File: src/rtl/sram_arbiter_pkg.sv
// Shared types and constants for the SRAM arbiter.
// Widths, requester ids and the arbiter FSM encoding.
package sram_arbiter_pkg;

   localparam int DEF_NUM_REQ = 4;
   localparam int DEF_ADDR_W  = 20;
   localparam int DEF_DATA_W  = 16;
   localparam int DEF_ACC_CYC = 2;
   localparam int CNT_W       = 3;

   localparam int REQ_REC   = 0;
   localparam int REQ_PLAY  = 1;
   localparam int REQ_MIX   = 2;
   localparam int REQ_PITCH = 3;

   typedef enum logic [1:0] {
      S_IDLE   = 2'd0,
      S_ACCESS = 2'd1,
      S_DONE   = 2'd2
   } state_t;

   function automatic int ptr_w(input int n);
      return (n > 1) ? $clog2(n) : 1;
   endfunction

endpackage

File: src/rtl/sram_arbiter_rr_pick.sv
// Round-robin winner search for the SRAM arbiter.
// Picks the first set req bit at or after ptr, wrapping.
module rr_pick
   import sram_arbiter_pkg::*;
#(
   parameter int NUM_REQ = DEF_NUM_REQ,
   parameter int PTR_W   = ptr_w(DEF_NUM_REQ)
) (
   input  logic [NUM_REQ-1:0] req,
   input  logic [PTR_W-1:0]   ptr,
   output logic [PTR_W-1:0]   winner,
   output logic               valid
);

   logic [NUM_REQ-1:0] rot;
   logic [PTR_W:0]     sum;

   // rotate so bit 0 is ptr; lowest set bit of rot wins
   always_comb begin
      rot    = NUM_REQ'({req, req} >> ptr);
      sum    = '0;
      winner = '0;
      valid  = 1'b0;
      for (int i = NUM_REQ - 1; i >= 0; i--) begin
         if (rot[i]) begin
            sum = {1'b0, ptr} + (PTR_W + 1)'(i);
            if (sum >= (PTR_W + 1)'(NUM_REQ)) begin
               sum = sum - (PTR_W + 1)'(NUM_REQ);
            end
            winner = sum[PTR_W-1:0];
            valid  = 1'b1;
         end
      end
   end

endmodule

File: src/rtl/sram_arbiter.sv
// Round-robin arbiter sharing one async SRAM between requesters.
// IDLE grants, ACCESS holds the bus ACC_CYC cycles, DONE acks.
module sram_arbiter
   import sram_arbiter_pkg::*;
#(
   parameter int NUM_REQ = DEF_NUM_REQ,
   parameter int ADDR_W  = DEF_ADDR_W,
   parameter int DATA_W  = DEF_DATA_W,
   parameter int ACC_CYC = DEF_ACC_CYC
) (
   input  logic                      i_clk,
   input  logic                      i_rst,
   input  logic [NUM_REQ-1:0]        req,
   input  logic [NUM_REQ-1:0]        we,
   input  logic [NUM_REQ*ADDR_W-1:0] addr,
   input  logic [NUM_REQ*DATA_W-1:0] wdata,
   output logic [NUM_REQ-1:0]        ack,
   output logic [DATA_W-1:0]         rdata,
   output logic [ADDR_W-1:0]         sram_addr,
   output logic [DATA_W-1:0]         sram_wdata,
   output logic                      sram_wdata_oe,
   input  logic [DATA_W-1:0]         sram_rdata,
   output logic                      sram_ce_n,
   output logic                      sram_oe_n,
   output logic                      sram_we_n,
   output logic                      busy
);

   localparam int PTR_W = ptr_w(NUM_REQ);

   state_t             state;
   logic [PTR_W-1:0]   ptr;
   logic [PTR_W-1:0]   win;
   logic [CNT_W-1:0]   cnt;
   logic               lat_we;

   logic [PTR_W-1:0]   pick;
   logic               pick_v;
   logic [PTR_W-1:0]   nxt_ptr;
   logic [ADDR_W-1:0]  sel_addr;
   logic [DATA_W-1:0]  sel_wdata;
   logic               sel_we;

   rr_pick #(
      .NUM_REQ (NUM_REQ),
      .PTR_W   (PTR_W)
   ) u_pick (
      .req    (req),
      .ptr    (ptr),
      .winner (pick),
      .valid  (pick_v)
   );

   assign nxt_ptr = (pick == PTR_W'(NUM_REQ - 1)) ? '0 : pick + 1'b1;
   assign busy    = (state != S_IDLE);

   // mux out the candidate winner's request fields
   always_comb begin
      sel_addr  = '0;
      sel_wdata = '0;
      sel_we    = 1'b0;
      for (int k = 0; k < NUM_REQ; k++) begin
         if (pick == PTR_W'(k)) begin
            sel_addr  = addr[k*ADDR_W +: ADDR_W];
            sel_wdata = wdata[k*DATA_W +: DATA_W];
            sel_we    = we[k];
         end
      end
   end

   // arbiter FSM with registered SRAM strobes, ack and rdata
   always_ff @(posedge i_clk) begin
      if (i_rst) begin
         state         <= S_IDLE;
         ptr           <= '0;
         win           <= '0;
         cnt           <= '0;
         lat_we        <= 1'b0;
         ack           <= '0;
         rdata         <= '0;
         sram_addr     <= '0;
         sram_wdata    <= '0;
         sram_wdata_oe <= 1'b0;
         sram_ce_n     <= 1'b1;
         sram_oe_n     <= 1'b1;
         sram_we_n     <= 1'b1;
      end else begin
         ack <= '0;
         unique case (state)
            S_IDLE: begin
               if (pick_v) begin
                  win           <= pick;
                  ptr           <= nxt_ptr;
                  lat_we        <= sel_we;
                  sram_addr     <= sel_addr;
                  sram_wdata    <= sel_wdata;
                  cnt           <= CNT_W'(ACC_CYC);
                  sram_ce_n     <= 1'b0;
                  sram_we_n     <= ~sel_we;
                  sram_oe_n     <= sel_we;
                  sram_wdata_oe <= sel_we;
                  state         <= S_ACCESS;
               end
            end
            S_ACCESS: begin
               cnt <= cnt - 1'b1;
               if (cnt == CNT_W'(1)) begin
                  sram_ce_n     <= 1'b1;
                  sram_oe_n     <= 1'b1;
                  sram_we_n     <= 1'b1;
                  sram_wdata_oe <= 1'b0;
                  ack[win]      <= 1'b1;
                  if (!lat_we) begin
                     rdata <= sram_rdata;
                  end
                  state <= S_DONE;
               end
            end
            S_DONE: begin
               state <= S_IDLE;
            end
            default: begin
               state <= S_IDLE;
            end
         endcase
      end
   end

endmodule

File: config.mk
export PLATFORM = sky130hd
export DESIGN_NAME = sram_arbiter
export DESIGN_NICKNAME = d
export VERILOG_FILES = /design/src/rtl/sram_arbiter_pkg.sv /design/src/rtl/sram_arbiter_rr_pick.sv /design/src/rtl/sram_arbiter.sv
export SDC_FILE = /design/constraint.sdc
export NUM_CORES = 1
export LEC_CHECK = 0
export ABC_AREA = 0
export CAP_MARGIN = 20
export CORE_MARGIN = 2
export CORE_UTILIZATION = 25
export CTS_CLUSTER_SIZE = 14
export DETAILED_ROUTE_END_ITERATION = 7
export DONT_BUFFER_PORTS = 1
export HOLD_SLACK_MARGIN = 0.03
export PLACE_DENSITY = 0.46
export SLEW_MARGIN = 20
export SYNTH_ARGS = -nofsm -noshare
export SYNTH_HDL_FRONTEND = slang
export SYNTH_HIERARCHICAL = 1
export SYNTH_SLANG_ARGS = --single-unit
File: constraint.sdc
create_clock -name i_clk -period 2.7 [get_ports i_clk]
set_input_delay 0.54 -clock i_clk [delete_from_list [all_inputs] [get_ports i_clk]]
set_output_delay 0.54 -clock i_clk [all_outputs]
set_load 0.03 [all_outputs]
==> flow_summary.yaml <==
outcome:
  status: "finished clean"
power_and_ir_drop:
  leakage_nw: 1.66
  swShare: 0.346
  clockPowerShare: 0.378
  p_per_area_nw_per_um2: 848
  finalPower_mw: 3.68
  p_switching_mw: 1.27
  power_frac_comb: 0.229
  internal_power_mw: 2.41
  vdd_drop_max_uv: 256
  p_seq_frac: 0.393
detailed_routing:
  first_iter_violations: 187
  viasPerCell: 5.22
  remaining_drc_errors: 0
  wl_per_cell_um: 17.7
  drt.antenna.violating_nets: 0
  via_count: 3641
  wirelength_um: 12300
  first_pass_iters: 4
timing:
  worst_slew_pin_slew_ns: 0.596
  fin_skew_ns: 0.00592
  hold_ws_ns: 0.286
  slew_headroom: 0.603
  drv_slew: 0
  hold_violations: 0
  clock.fmax_mhz: 441
  worst_slack_ns: 0.434
  tns_ns: 0
  period_share: 0.839
  rsz0062_at_grt: "false"
  setup_viol: 0
  min_period_ns: 2.27
grt:
  overflow: 0
  grt_pass1_wl_um: 18400
  antenna_found_initial: 1
  grt_max_degree: 67
  first_global_vias: 3403
  grt_usage: 0.147
yosys:
  synth_area_sq_um: 3780
  post_synth_fa_ha_maj_area_fraction: 0.0198
  synth_area_per_cell_sq_um: 7.09
  ys_ff_latch: 70
  ys.flop_type: "dfxtp_1"
  synth-edff-count: 0
  synthSimpleGateAreaFrac: 0.204
  netlist_instances: 534
  yosysUniqueCellTypes: 36
  synth-xor-area-share: 0
  syn-num-nets: 710
  yosysSeqAreaShare: 0.370
  ys_warn_count: 6
  muxShareOfSynthArea: 0
  synth_top_family_by_area: "compound AO/OA/AOI/OAI gates"
  synth-async-reset-ratio: 0
  synth-compound-area-share: 0.300
die:
  dieArea_sq_um: 16100
  start_util: 0.258
  rows: 44
  die_h_um: 127
  io_pins: 231
  fp.coreArea_sq_um: 14600
  dieWidth_um: 127
critical_path:
  critPathKind: "flop to flop"
  slowest_stage: "dfxtp_1"
  reg2reg_slack_ns: 0.43
  worstPathArrival_ns: 2.49
  critPathMaxStageDelay_ns: 0.37
  crit_path_start_kind: "flop"
  endpoint_kind: "flop"
  r2r_start: "ptr[0]"
  cp_max_fo: 47
  crit_start: "ptr[0]"
  cp_cell_sequence: "inv_1 > a221o_1 > a21oi_1 > inv_1 > ha_2 > buf_12 > a21oi_1 > o21ai_0 > a221oi_1 > nor3_1"
  required_ns: 2.92
clocking:
  numCtsBuffers: 9
  clk_pin_slew_ns: 0.06
  cts.sinks: 70
  cts_root_buf: "clkbuf_16"
  clockBufferDepth: 2
  cts_tree: "built"
  worstSkewPairLatency_ns: 0.34
  ctsResizeCount: 0
  post_cts_buffers: 0
  cts_hold_buf: 0
  cts-htree-levels: 3
placement:
  placed_cell_area_sq_um: 3990
  portBuffers: 0
  dp_slack_ns: 0.284
  gp_congestion: 0.855
  dp_hpwl_um: 9040
finish:
  final_cell_mix: "a21oi_1 (88), nand2_1 (80), dfxtp_1 (70)"
  nNetsFinal: 685
  fin_area_sq_um: 4340
  antennaDiodeCount: 0
  syn_to_final_growth_pct: 14.7
  final_common_cell: "a21oi_1"
  layout-drive-gt1-share: 0.0895
job:
  drv_cap: 0
min_path:
  hold_class: "input port to flop"
  min_from: "i_rst"
-- power groups by stage --
stage	registers, mW	logic, mW	clock network (mW)
6_report	1.45	0.842	1.39
2_1_floorplan	1.43	0.656	0
4_1_cts	1.45	0.854	1.45
3_5_place_dp	1.47	0.852	0
5_1_grt	1.46	0.956	1.49
3_3_place_gp	1.47	0.830	0
-- kinds of logic (layout without fill, tap and decap cells) --
| family | count (synthesis) | count (layout) |
|---|---|---|
| DFF | 70 | 70 |
| AOI/OAI and AO/OA | 185 | 185 |
| adders and majority gates | 6 | 6 |
| buffers and inverters | 95 | 75 |
| and+or+nand+nor | 178 | 178 |
-- area by class of cell --
type,count,area (sq um)
Clock inverter,7,123
Sequential cell,70,1400
Timing Repair Buffer,12,190
Fill cell,1579,10300
Inverter,47,176
Multi-Input combinational cell,369,1990
Tap cell,184,230
Clock buffer,9,225
-- path summary, 6_finish.rpt --
path / depth (start not counted) / end
setup / recovery: 10 / sram_wdata[13]
hold / removal: 1 / cnt[0]
hold reg to reg: 2 / lat_we
setup reg to reg: 10 / sram_wdata[13]
-- registers in the layout, indices dropped and copies added, names as in the netlist --
signal and count:
ack 4, sram_wdata_oe 1, state 2, sram_oe_n 1, lat_we 1, sram_wdata 16, ptr 2, sram_addr 20
sram_we_n 1, cnt 3, win 2, rdata 16, sram_ce_n 1
-- through the flow --
step / instances / util
after global placement: 682 / 0.273
after detailed placement: 682 / 0.273
after floorplan: 534 / -
after CTS: 698 / 0.296
final: 698 / 0.296
after global routing: 698 / 0.296
-- synthesized netlist by cell type (2+ instances only) --
cell,n,area (sq um)
and2b_1,2,15.0
nand2_1,81,304
a221oi_1,37,324
nor2b_1,2,12.5
o21ai_0,39,195
dfxtp_1,70,1400
buf_2,22,110
a21oi_1,88,440
nand2b_1,3,18.8
a211o_1,2,17.5
a21oi_2,10,87.6
buf_1,5,18.8
a211oi_1,3,22.5
nand3_1,2,10.0
nor3_1,37,185
inv_1,47,176
clkbuf_1,17,63.8
ha_1,6,75.1
buf_4,2,15.0
nor2_1,43,161
-- routing by layer --
| layer | up-vias | wire (um) | GRT usage |
|---|---|---|---|
| li1 | 1794 | - | - |
| met1 | 1650 | 5010 | 0.164 |
| met2 | 172 | 5760 | 0.246 |
| met3 | 25 | 1260 | 0.0628 |
| met4 | 0 | 305 | 0.0633 |
| met5 | - | 0 | 0 |
-- critical path: cells and delay by family, from the launching register on --
family	cells	cell delay [ns]
and+or+nand+nor	1	0.08
AOI/OAI and AO/OA	5	1.07
DFF	1	0.37
adders and majority gates	1	0.24
buffers and inverters	3	0.36
Note: power is estimated with default switching activity, not from simulation.
